**config.mk**
```make
export PLATFORM = sky130hd
export DESIGN_NAME = rgmii_rx_frame_parser
export DESIGN_NICKNAME = d
export VERILOG_FILES = /design/src/rtl/rgmii_rx_frame_parser.sv
export SDC_FILE = /design/constraint.sdc
export NUM_CORES = 1
export LEC_CHECK = 0
export CAP_MARGIN = 10
export CORE_MARGIN = 2
export CORE_UTILIZATION = 50
export CTS_BUF_LIST = sky130_fd_sc_hd__clkbuf_4
export CTS_CLUSTER_DIAMETER = 60
export DETAILED_ROUTE_END_ITERATION = 6
export HOLD_SLACK_MARGIN = 0.08
export PLACE_DENSITY = 0.7
export SYNTH_ARGS = -nofsm -noshare
export SYNTH_HDL_FRONTEND = slang
export SYNTH_SLANG_ARGS = --single-unit
```
**constraint.sdc**
```tcl
create_clock -name clk -period 2.8 [get_ports clk]
set_clock_uncertainty 0.15 [all_clocks]
set_input_delay 0.7 -clock clk [delete_from_list [all_inputs] [get_ports clk]]
set_output_delay 0.7 -clock clk [all_outputs]
set_load 0.02 [all_outputs]
```
**src/rtl/rgmii_rx_frame_parser.sv**
```systemverilog
// Receive framer behind the RGMII capture stage: preamble/SFD hunt, FCS strip with CRC-32 residue check,
// length and rxer checks, payload beats with sof/eof/err markers, and saturating good/bad frame counters.
module rgmii_rx_frame_parser #(
   parameter int MIN_LEN   = 64,
   parameter int MAX_LEN   = 1518,
   parameter bit CHECK_FCS = 1'b1,
   parameter int CNT_W     = 16
) (
   input  logic             clk,
   input  logic             I_rst_n,
   input  logic [7:0]       I_rxd,
   input  logic             I_rxdv,
   input  logic             I_rxer,
   output logic [7:0]       O_data,
   output logic             O_valid,
   output logic             O_sof,
   output logic             O_eof,
   output logic             O_err,
   output logic [CNT_W-1:0] O_good_cnt,
   output logic [CNT_W-1:0] O_bad_cnt,
   output logic [2:0]       O_dbg_state
);

   // Handshake: there is no back-pressure. O_valid is a one-cycle pulse per payload byte and the
   // consumer must take O_data/O_sof/O_eof/O_err in that cycle; O_err is qualified by O_eof.

   typedef enum logic [2:0] {
      S_WAIT_IDLE = 3'd0,
      S_IDLE      = 3'd1,
      S_PREAMBLE  = 3'd2,
      S_DATA      = 3'd3,
      S_DROP      = 3'd4
   } state_t;

   localparam logic [7:0]  PRE_BYTE = 8'h55;
   localparam logic [7:0]  SFD_BYTE = 8'hD5;
   localparam logic [31:0] CRC_POLY = 32'hEDB88320;
   localparam logic [31:0] CRC_RES  = 32'hDEBB20E3;
   localparam logic [15:0] MIN_L    = 16'(MIN_LEN);
   localparam logic [15:0] MAX_L    = 16'(MAX_LEN);
   localparam logic [15:0] LAT      = 16'd5;

   state_t                state_q, state_d;
   logic [3:0]            pre_cnt_q, pre_cnt_d;
   logic [31:0]           crc_q, crc_d;
   logic [15:0]           cnt_q, cnt_d;
   logic [4:0][7:0]       dly_q, dly_d;
   logic                  rxer_q, rxer_d;
   logic [7:0]            data_q, data_d;
   logic                  valid_q, valid_d;
   logic                  sof_q, sof_d;
   logic                  eof_q, eof_d;
   logic                  err_q, err_d;
   logic [CNT_W-1:0]      good_q, good_d;
   logic [CNT_W-1:0]      bad_q, bad_d;
   logic                  frame_bad;
   logic                  crc_bad;

   function automatic logic [31:0] crc_next(input logic [31:0] c, input logic [7:0] d);
      logic [31:0] r;
      r = c ^ {24'h000000, d};
      for (int i = 0; i < 8; i++) begin
         r = r[0] ? ((r >> 1) ^ CRC_POLY) : (r >> 1);
      end
      return r;
   endfunction

   // State register
   always_ff @(posedge clk or negedge I_rst_n) begin
      if (!I_rst_n) begin
         state_q <= S_WAIT_IDLE;
      end else begin
         state_q <= state_d;
      end
   end

   // Next-state logic
   always_comb begin
      state_d = state_q;
      case (state_q)
         S_WAIT_IDLE: begin
            if (!I_rxdv) state_d = S_IDLE;
         end
         S_IDLE: begin
            if (I_rxdv) state_d = (I_rxd == PRE_BYTE) ? S_PREAMBLE : S_DROP;
         end
         S_PREAMBLE: begin
            if (!I_rxdv) begin
               state_d = S_IDLE;
            end else if (I_rxd == PRE_BYTE) begin
               // pre_cnt_q already counts the 55 seen in IDLE; a 16th one is not a preamble
               state_d = (pre_cnt_q == 4'd15) ? S_DROP : S_PREAMBLE;
            end else if (I_rxd == SFD_BYTE) begin
               state_d = S_DATA;
            end else begin
               state_d = S_DROP;
            end
         end
         S_DATA: begin
            if (!I_rxdv) state_d = S_IDLE;
         end
         S_DROP: begin
            if (!I_rxdv) state_d = S_IDLE;
         end
         default: state_d = S_WAIT_IDLE;
      endcase
   end

   assign crc_bad   = CHECK_FCS && (crc_q != CRC_RES);
   assign frame_bad = crc_bad || (cnt_q < MIN_L) || (cnt_q > MAX_L) || rxer_q;

   // Output and datapath logic
   always_comb begin
      pre_cnt_d = pre_cnt_q;
      crc_d     = crc_q;
      cnt_d     = cnt_q;
      dly_d     = dly_q;
      rxer_d    = rxer_q;
      data_d    = data_q;
      valid_d   = 1'b0;
      sof_d     = 1'b0;
      eof_d     = 1'b0;
      err_d     = 1'b0;
      good_d    = good_q;
      bad_d     = bad_q;
      case (state_q)
         S_IDLE: begin
            pre_cnt_d = 4'd1;
         end
         S_PREAMBLE: begin
            if (I_rxdv && (I_rxd == PRE_BYTE)) begin
               pre_cnt_d = pre_cnt_q + 4'd1;
            end else if (I_rxdv && (I_rxd == SFD_BYTE)) begin
               crc_d  = 32'hFFFFFFFF;
               cnt_d  = 16'd0;
               rxer_d = 1'b0;
            end
         end
         S_DATA: begin
            if (I_rxdv) begin
               crc_d = crc_next(crc_q, I_rxd);
               cnt_d = (cnt_q == 16'hFFFF) ? cnt_q : cnt_q + 16'd1;
               dly_d = {dly_q[3:0], I_rxd};
               if (I_rxer) rxer_d = 1'b1;
               // The oldest delay-line byte leaves as soon as five bytes sit behind it
               if (cnt_q >= LAT) begin
                  valid_d = 1'b1;
                  data_d  = dly_q[4];
                  sof_d   = (cnt_q == LAT);
               end
            end else if (cnt_q >= LAT) begin
               valid_d = 1'b1;
               data_d  = dly_q[4];
               sof_d   = (cnt_q == LAT);
               eof_d   = 1'b1;
               err_d   = frame_bad;
               if (frame_bad) begin
                  bad_d = (&bad_q) ? bad_q : bad_q + CNT_W'(1);
               end else begin
                  good_d = (&good_q) ? good_q : good_q + CNT_W'(1);
               end
            end else begin
               bad_d = (&bad_q) ? bad_q : bad_q + CNT_W'(1);
            end
         end
         default: ;
      endcase
   end

   always_ff @(posedge clk or negedge I_rst_n) begin
      if (!I_rst_n) begin
         pre_cnt_q <= 4'd0;
         crc_q     <= 32'hFFFFFFFF;
         cnt_q     <= 16'd0;
         dly_q     <= '0;
         rxer_q    <= 1'b0;
         data_q    <= 8'h00;
         valid_q   <= 1'b0;
         sof_q     <= 1'b0;
         eof_q     <= 1'b0;
         err_q     <= 1'b0;
         good_q    <= '0;
         bad_q     <= '0;
      end else begin
         pre_cnt_q <= pre_cnt_d;
         crc_q     <= crc_d;
         cnt_q     <= cnt_d;
         dly_q     <= dly_d;
         rxer_q    <= rxer_d;
         data_q    <= data_d;
         valid_q   <= valid_d;
         sof_q     <= sof_d;
         eof_q     <= eof_d;
         err_q     <= err_d;
         good_q    <= good_d;
         bad_q     <= bad_d;
      end
   end

   assign O_data      = data_q;
   assign O_valid     = valid_q;
   assign O_sof       = sof_q;
   assign O_eof       = eof_q;
   assign O_err       = err_q;
   assign O_good_cnt  = good_q;
   assign O_bad_cnt   = bad_q;
   assign O_dbg_state = state_q;

endmodule

```
-- Yosys cells after proc, flatten, opt, wreduce, memory -nomap -nowiden
Cells that the tools add are included.
- register bits after elaboration: 140
- output and inout bits: 47
- add/subtract/negate cells: 4
- magnitude comparators: 3
- eq/ne operators: 19
- multiplexer cells: 44
- bitwise gates (word level): 12
- reduce and logical (&&, ||, !) cells: 20
- operator list (kind ; number):
    $mux W32 ; 11
    $mux W16 ; 7
    $not A13 Y14 ; 8
    $pmux W32 S2 ; 1
    $add A16 B1 Y16 const B ; 3
    $ne A32 B32 Y1 const B ; 1
    $pmux W16 S2 ; 1
    $reduce_and A16 Y1 ; 2
    $xor A32 B8 Y32 ; 1
    $mux W3 ; 7
    $ne A2 B2 Y1 const B ; 9
    $eq A16 B16 Y1 const B ; 1
    $eq A16 B3 Y1 const B ; 1
    $ge A16 B3 Y1 const B ; 1
    $gt A16 B11 Y1 const B ; 1
    $lt A16 B7 Y1 const B ; 1
    $reduce_and A5 Y1 ; 3
    $mux W1 ; 13
    $pmux W3 S3 ; 1
    $eq A8 B7 Y1 const B ; 1
    $eq A8 B8 Y1 const B ; 1
    $pmux W4 S2 ; 1
    $reduce_and A2 Y1 ; 4
    $eq A3 B2 Y1 const B ; 2
    other kinds (14) ; 20

-- Longest topological paths before layout
Gate-level depths: netlist of run 1.
- depth after elaboration: 19
- mapped depth: 8
- mapped depth without buffers: 7

-- Worst setup path before layout of run 1
Ideal clock, no wire load.
- path type: in2reg
- start point: input port I_rxd[1]
- end point: register cnt_q[15]
- library setup time: 0.129 ns
- data arrival time: 2.091 ns
- path slack: 0.430 ns
- stages: 7
- path buffers: 2
- cells stage by stage: or3b_1 clkbuf_1 nor4_2 o21ba_2 buf_2 o21ai_0 o41ai_1
- word-level cells in the longest chain between the ends: 4
- ends and longest elaborated chain (what ; line ; RTL):
    start: declaration ; 11 ; input logic [7:0] I_rxd,
    $eq A8 B8 Y1 / $eq A8 B7 Y1 (equally long branches) ; 133, 131 ;
    $logic_and A1 B1 Y1, on equally long branches ; 133, 131 ;
    $ne A2 B2 Y1 (no source line) ; -- ;
    $reduce_and A5 Y1 (no source line) * ; -- ;
    end signal: assignment ; 187 ; cnt_q <= cnt_d;
    end: declaration ; 46 ; logic [15:0] cnt_q, cnt_d;
Every way passes the cells marked *; elsewhere a longest branch is shown, timed or not.
A chain may end at the register's enable or synchronous reset.

-- Worst setup path in the final report of run 1
- start point: register state_q[0] (netlist: O_dbg_state[0])
- end point: output port O_dbg_state[0]
- RTL lines (what ; line ; RTL):
    start: declaration ; 43 ; state_t state_q, state_d;
    start signal: assignment ; 73 ; state_q <= state_d;
    end: declaration ; 21 ; output logic [2:0] O_dbg_state
No word-level cell between the ends.

==> impl_metrics.tcl, run 1 <==
set metrics [dict create \
    cts_resized 0 \
    status "finished, final reports clean" \
    track_usage 0.226 \
    rsz0062_at_grt "no" \
    die_h_um 123 \
    overflow 0 \
    cp_slowest_stage_delay_ns 0.62 \
    rows 43 \
    async_flop_share 1.00 \
    power.density_nw_per_um2 507 \
    ys_seq_elements 140 \
    synth_ff_type "dfrtp_1" \
    finalCritPeriodShare 0.934 \
    tightest_slew_ns 0.732 \
    multi_input_area_um2 3340 \
    cts-root-buf "clkbuf_4" \
    min_period_ns 2.61 \
    die_area_um2 15000 \
    fp.dieW_um 123 \
    grt_pass1_wl_mm 26.6 \
    ys_top_cells_by_count "nand2_1 (137), dfrtp_1 (108), xnor2_1 (65)" \
    endpoint_kind "primary output" \
    drcViolationCount 0 \
    area_growth_pct 19.9 \
    crit_chain "buf_4 -> clkdlybuf4s50_1" \
    synth_most_common_cell "nand2_1" \
    dr.first_iter.drc_count 436 \
    io_buffers 58 \
    ys_seq_area_frac 0.503 \
    timing_max_transition_violations_final 0 \
    clk_latency_ns 0.56 \
    dr.pass1.iters 5 \
    crit_arrival_ns 1.76 \
    clk_pin_slew_worst_paths_ns 0.12 \
    synth_area_leaders "dfrtp_1 (38%), dfstp_2 (12%), xnor2_1 (8.1%)" \
    clock-sinks 140 \
    syn_nets 719 \
    leakage_nw 3.75 \
    yosys.area.top_type_share 0.384 \
    clock_path_buffers 2 \
    yosys.area.top_type "dfrtp_1" \
    ir_drop_mv 0.448 \
    final_util 0.610 \
    htree_levels 4 \
    cts_tree "done" \
    cp.required_ns 1.95 \
    grt_pass1_vias 5366 \
    antenna_found_initial 1 \
    vias_per_cell 5.50 \
    netlist_area_um2 7040 \
    num_io_pins 59 \
    numCtsBuffers 17 \
    dp.final_hpwl_mm 11.1 \
    setup-violations-final 0 \
    setup.worst_path.class "reg -> out" \
    synth-edff-count 0 \
    avgRoutedWirePerCell_um 15.8 \
    finalHoldViolations 0 \
    tns_ns 0 \
    initial_core_util 0.509 \
    hold_path.class "reg -> reg" \
    synth_warnings 0 \
    seqCellArea_um2 3540 \
    gp_congestion 0.932 \
    max_cap_violations 0 \
    cp_max_fo 10 \
    avgSynthCellArea_um2 10.0 \
    ant_nets 0 \
    vias 5438 \
    ys_types 58 \
    crit_path_top_delay_cell "clkdlybuf4s50_1" \
    synthCells 701 \
    fmax_mhz 383 \
    core_um2 13800 \
    start_kind "flop" \
    drive_gt1_frac 0.178 \
    grt_max_degree 95 \
    max_slew_margin 0.510 \
    wirelength_mm 15.7 \
    fillers 1152 \
    nNetsFinal 812 \
]
## cell usage in the layout (no fill, tap or decap), drive strengths merged, types with 20 or more instances in the layout
| cell type | Yosys | final |
|---|---|---|
| nand2 | 137 | 137 |
| dfstp | 32 | 32 |
| clkdlybuf4s50 | 0 | 57 |
| a21oi | 37 | 37 |
| nor3 | 36 | 36 |
| nand3 | 22 | 22 |
| xor2 | 30 | 30 |
| buf | 9 | 50 |
| clkbuf | 25 | 22 |
| nand4 | 20 | 20 |
| xnor2 | 71 | 71 |
| o21ai | 22 | 22 |
| dfrtp | 108 | 108 |
| nor2 | 28 | 28 |
## area by class of cell
class	instances	area share
diodes	1	0.000296
clock buffers	22	0.0196
clock inverters	10	0.0120
inverters	10	0.00445
multi-input cells	517	0.396
flip-flops and latches	140	0.420
well taps	180	0.0267
repair buffers	108	0.121
## per-stage QoR
step | setup slack (ns) | cells | total power, mW | hold WS (ns) | cell area [um^2]
floorplan | 0.430 | 701 | 2.73 | 0.254 | 7040
global placement | -0.0512 | 954 | 3.01 | 0.301 | 8160
detailed placement | -0.115 | 954 | 3.03 | 0.297 | 8160
CTS | 0.150 | 987 | 4.32 | 0.313 | 8440
global route | 0.0887 | 988 | 4.49 | 0.348 | 8440
finish | 0.186 | 988 | 4.28 | 0.304 | 8440
## cell families (layout without fill, tap and decap cells)
logic type	Yosys count	in the layout	synth area share
AOI/OAI and AO/OA	85	85	0.0741
xor gates and xnor gates	103	103	0.144
adders and majority gates	6	6	0.0107
buffers and inverters	44	150	0.0242
DFF	140	140	0.503
muxes	12	12	0.0188
other	0	1	0
and+or+nand+nor	311	311	0.225
## layer usage
layer,vias to the layer above,wire length (um),GRT usage
met3,25,592,0.0479
met4,0,280,0.0876
met1,2666,7110,0.307
met5,-,0,0
li1,2619,-,-
met2,128,7670,0.357
## critical path, delay by kind of cell (launching register included)
kind                   cells  cell delay [ns]
buffers and inverters      2             0.80
DFF                        1             0.41
## flip-flops by register name, summed over array words and instances (netlist names)
name,cells
dly_q,40
crc_q,32
O_bad_cnt,16
O_good_cnt,16
cnt_q,16
O_data,8
pre_cnt_q,4
O_dbg_state,3
O_eof,1
O_err,1
O_sof,1
O_valid,1
rxer_q,1
## path summary, 6_finish.rpt
kind,from,slack (ns),endpoint,cells after the start
setup / recovery,O_dbg_state[0]$_DFFE_PN0P_,0.19,O_dbg_state[0],2
hold / removal,dly_q[0]$_DFFE_PN0P_,0.30,dly_q[8]$_DFFE_PN0P_,2
setup reg to reg,crc_q[13]$_DFFE_PN1P_,0.24,O_good_cnt[4]$_DFFE_PN0P_,5
hold reg to reg,dly_q[0]$_DFFE_PN0P_,0.30,dly_q[8]$_DFFE_PN0P_,2
max in group asynchronous,I_rst_n,1.25,O_bad_cnt[14]$_DFFE_PN0P_,4
min in group asynchronous,I_rst_n,0.53,O_valid$_DFF_PN0_,2
## report_power, final
group | switching [mW] | internal (mW)
clock | 0.716 | 0.565
sequential | 0.0633 | 2.11
combinational | 0.408 | 0.422
## what timing repair did
item | in CTS | in global routing
hold endpoints to repair | 34 | 0
hold buffers | 1 | 0
setup buffers | 0 | 0
No activity file was read; power rests on OpenSTA's default activity.
==> inputs of run 2 (changes only) <==
CORE_ASPECT_RATIO = 1.5   (was unset)
==> impl_metrics.tcl, run 2 (synthesized netlist as in run 1, its figures left out) <==
set metrics [dict create \
    ir_drop_mv 0.325 \
    r2r_cells 7 \
    hold_path.class "reg -> reg" \
    drcViolationCount 0 \
    cts-root-buf "clkbuf_4" \
    clock_path_buffers 2 \
    clk_pin_slew_worst_paths_ns 0.13 \
    max_cap_violations 0 \
    area_growth_pct 19.1 \
    die_h_um 149 \
    grt_pass1_vias 5358 \
    wirelength_mm 15.8 \
    crit_path_top_delay_cell "clkdlybuf4s50_1" \
    critPathBufInv 1 \
    grt_pass1_wl_mm 26.6 \
    final_cell_mix "nand2_1 (137), dfrtp_1 (108), xnor2_1 (65)" \
    r2r_end "O_data[6]$_DFFE_PN0P_" \
    holdPathEnd "dly_q[26]$_DFFE_PN0P_" \
    cts_setup_buffers 0 \
    nNetsFinal 803 \
    min_period_ns 2.66 \
    finalCritPeriodShare 0.951 \
    avgRoutedWirePerCell_um 16.4 \
    crit-reg2reg-launch "cnt_q[1]$_DFFE_PN0P_" \
    final_common_cell "nand2_1" \
    clock-sinks 140 \
    timing_max_transition_violations_final 0 \
    io_buffers 58 \
    fmax_mhz 376 \
    ctsHoldBuffers 1 \
    fp.dieW_um 101 \
    r2r_setup_slack_ns 0.19 \
    ant_nets 0 \
    dr.pass1.iters 4 \
    overflow 0 \
    leakage_nw 3.72 \
    placed_cell_area_um2 8060 \
    cpLargestDelayFamily "buffers and inverters" \
    reg.largest.list "dly_q: 40 flops, crc_q: 32 flops" \
    rsz0062_at_grt "no" \
    dp.final_hpwl_mm 11.3 \
    vias_per_cell 5.59 \
    min_path_cells 2 \
    fillers 1150 \
    finalHoldViolations 0 \
    tns_ns 0 \
    grt_max_degree 61 \
    design_area_um2 8390 \
    cp.depth 1 \
    die_area_um2 15100 \
    track_usage 0.225 \
    tightest_slew_ns 0.819 \
    largest_register_ffs 40 \
    initial_core_util 0.508 \
    htree_levels 4 \
    crit_arrival_ns 1.81 \
    power.density_nw_per_um2 525 \
    start_kind "flop" \
    power_mw 4.40 \
    numCtsBuffers 17 \
    setup.worst_path.class "reg -> out" \
    vias 5391 \
    cp_slowest_stage_delay_ns 0.69 \
    cts_resized 0 \
    cp.required_ns 1.95 \
    final_util 0.605 \
    rows 53 \
    cts_tree "done" \
    min-delay-start "dly_q[18]$_DFFE_PN0P_" \
    crit_chain "clkdlybuf4s50_1" \
    top_register "dly_q" \
    num_io_pins 59 \
    core_um2 13900 \
    endpoint_kind "primary output" \
    setup-violations-final 0 \
    status "finished, final reports clean" \
    place_ws_ns -0.111 \
    drive_gt1_frac 0.173 \
    gp_congestion 0.917 \
    clk_latency_ns 0.55 \
    cp_max_fo 15 \
    setup_slack_ns 0.138 \
    antenna_found_initial 1 \
    dr.first_iter.drc_count 296 \
    max_slew_margin 0.452 \
]
## run 2: cell types whose count changed in the layout (fill, tap and decap cells not counted), sizes merged
| cell | change |
|---|---|
| bufinv | +1 |
| buf | -9 |
| clkbuf | -3 |
| inv | +2 |
## run 2: where the power goes
group	leakage [nW]	internal (mW)	switching, mW
Clock	0.163	0.646	0.770
Sequential	1.81	2.11	0.0668
Combinational	1.74	0.406	0.402
## run 2: how the worst max path moves through the flow
stage,from,end,slack (ns)
finish,O_dbg_state[1]$_DFFE_PN0P_,O_dbg_state[1],0.14
global route,O_dbg_state[1]$_DFFE_PN0P_,O_dbg_state[1],0.02
CTS,O_dbg_state[1]$_DFFE_PN0P_,O_dbg_state[1],0.10
detailed placement,I_rxd[2],cnt_q[3]$_DFFE_PN0P_,-0.11
global placement,I_rxd[2],cnt_q[4]$_DFFE_PN0P_,-0.07
floorplan,I_rxd[1],cnt_q[15]$_DFFE_PN0P_,0.43
## run 2: routing by layer
layer  global-route usage  wire length (um)
met5                    0                 0
met4                0.105               543
met3               0.0394               493
met2                0.385              8190
met1                0.273              6580
## run 2: area by class of cell
cell class / instances / area (um^2) / area share
antenna: 1 / 2.50 / 0.000298
multi-input combinational: 517 / 3340 / 0.399
clock buffer: 19 / 143 / 0.0170
timing repair buffer: 99 / 942 / 0.112
clock inverter: 13 / 168 / 0.0200
tap: 165 / 206 / 0.0246
sequential: 140 / 3540 / 0.423
inverter: 10 / 37.5 / 0.00448
## run 2: through the flow
stage	hold WS, ns	std cells
global placement	0.296	930
detailed placement	0.303	930
global route	0.332	964
finish	0.306	964
CTS	0.314	963
floorplan	0.254	701
==> inputs of run 3 (changes only) <==
CORE_UTILIZATION = 43   (was 50)
PLACE_DENSITY = unset   (was 0.7)
==> impl_metrics.tcl, run 3 (synthesized netlist as in run 1, its figures left out) <==
set metrics [dict create \
    status "finished, final reports clean" \
    drcViolationCount 0 \
    die_area_um2 17400 \
    drive_gt1_frac 0.175 \
    core_um2 16100 \
    hold_path.class "reg -> reg" \
    crit_path_top_delay_cell "clkdlybuf4s50_1" \
    start_kind "flop" \
    vias 5303 \
    tightest_slew_ns 0.856 \
    max_cap_violations 0 \
    area_growth_pct 19.3 \
    p_int_mw 2.93 \
    max_slew_margin 0.428 \
    critPathBufInv 1 \
    cts_tree "done" \
    largest_register_ffs 40 \
    grt_pass1_vias 5405 \
    swShare 0.314 \
    seqCellArea_um2 3540 \
    dr.first_iter.drc_count 317 \
    seqPwrFrac 0.510 \
    ir_drop_mv 0.296 \
    vias_per_cell 5.27 \
    top_register "dly_q" \
    clk_latency_ns 0.54 \
    crit_chain "clkdlybuf4s50_1" \
    leakage_nw 3.70 \
    htree_levels 4 \
    gp_congestion 0.916 \
    clock-sinks 140 \
    wl_met2_mm 8.74 \
    clk_pin_slew_worst_paths_ns 0.14 \
    final_cell_mix "nand2_1 (137), dfrtp_1 (108), xnor2_1 (65)" \
    cp_max_fo 15 \
    dr_wl_met3_um 421 \
    rows 57 \
    place_ws_ns -0.0481 \
    power.density_nw_per_um2 508 \
    setup-violations-final 0 \
    clockPowerShare 0.296 \
    avgRoutedWirePerCell_um 16.0 \
    multi_input_area_um2 3340 \
    finalHoldViolations 0 \
    top_layer_used "met4" \
    nNetsFinal 805 \
    initial_core_util 0.437 \
    final_util 0.521 \
    io_buffers 58 \
    combPwrFrac 0.194 \
    fmax_mhz 377 \
    dr.pass1.iters 5 \
    rsz0062_at_grt "no" \
    setup.worst_path.class "reg -> out" \
    power_switching_mw 1.34 \
    wl_met1_mm 6.60 \
    numCtsBuffers 17 \
    cpLargestDelayFamily "buffers and inverters" \
    num_io_pins 59 \
    ant_nets 0 \
    endpoint_kind "primary output" \
    timing_max_transition_violations_final 0 \
    cp_slowest_stage_delay_ns 0.68 \
    overflow 0 \
    crit_arrival_ns 1.80 \
    min_period_ns 2.65 \
    fillers 1518 \
    die_h_um 161 \
    cp.required_ns 1.95 \
    wirelength_mm 16.1 \
    grt_max_degree 95 \
    setup_slack_ns 0.148 \
    clock_path_buffers 2 \
    grt_pass1_wl_mm 27.1 \
    tns_ns 0 \
    track_usage 0.196 \
    fp.dieW_um 108 \
    reg.largest.list "dly_q: 40 flops, crc_q: 32 flops" \
    dp.final_hpwl_mm 11.7 \
    final_common_cell "nand2_1" \
    cts-root-buf "clkbuf_4" \
    antenna_found_initial 1 \
    finalCritPeriodShare 0.947 \
]
run 3: layer usage:
metal	track usage	up-vias
met5	0	-
met4	0.0728	0
met3	0.0296	21
met2	0.350	107
met1	0.235	2570
li1	-	2605
run 3: power by group through the flow:
stage / clock, mW / sequential [mW] / combinational (mW)
after CTS: 1.32 / 2.18 / 0.839
after global placement: 0 / 2.21 / 0.821
after detailed placement: 0 / 2.21 / 0.829
after global routing: 1.41 / 2.18 / 0.901
after floorplan: 0 / 2.19 / 0.547
final: 1.26 / 2.18 / 0.828
run 3: area by class of cell:
type,count,area share
antenna,1,0.000298
clock buffer,17,0.0152
clock inverter,15,0.0170
inverter,10,0.00447
multi-input combinational,517,0.398
sequential,140,0.422
tap,206,0.0307
timing repair buffer,101,0.112
run 3: path summary, 6_finish.rpt:
kind / start / endpoint / slack (ns) / depth (start not counted)
setup reg to reg: cnt_q[0]$_DFFE_PN0P_ / O_data[1]$_DFFE_PN0P_ / 0.27 / 6
setup / recovery: O_dbg_state[1]$_DFFE_PN0P_ / O_dbg_state[1] / 0.15 / 1
hold / removal: dly_q[9]$_DFFE_PN0P_ / dly_q[17]$_DFFE_PN0P_ / 0.32 / 2
max in group asynchronous: I_rst_n / dly_q[29]$_DFFE_PN0P_ / 1.19 / 3
min in group asynchronous: I_rst_n / O_data[3]$_DFFE_PN0P_ / 0.53 / 2
hold reg to reg: dly_q[9]$_DFFE_PN0P_ / dly_q[17]$_DFFE_PN0P_ / 0.32 / 2
run 3: per-stage QoR:
stage | cell area, um^2 | hold slack [ns] | std cells | power, mW
final | 8400 | 0.321 | 1007 | 4.27
after global routing | 8400 | 0.336 | 1007 | 4.49
after CTS | 8400 | 0.326 | 1006 | 4.34
after detailed placement | 8120 | 0.301 | 973 | 3.04
after global placement | 8120 | 0.297 | 973 | 3.03
after floorplan | 7040 | 0.254 | 701 | 2.73
run 3: timing repair:
| item | in CTS | in global routing |
|---|---|---|
| endpoints found under the hold margin | 31 | 0 |
| setup buffers | 0 | 0 |
| hold buffers | 1 | 0 |
| gates resized for setup | 0 | 0 |
run 3: worst register-to-register path: stages, from the launching register on:
cell and delay, ns:
dfrtp_1 0.49, inv_1 0.08, ha_1 0.20, a21boi_0 0.30
nor2_1 0.13, nor2_1 0.67, mux2_2 0.43
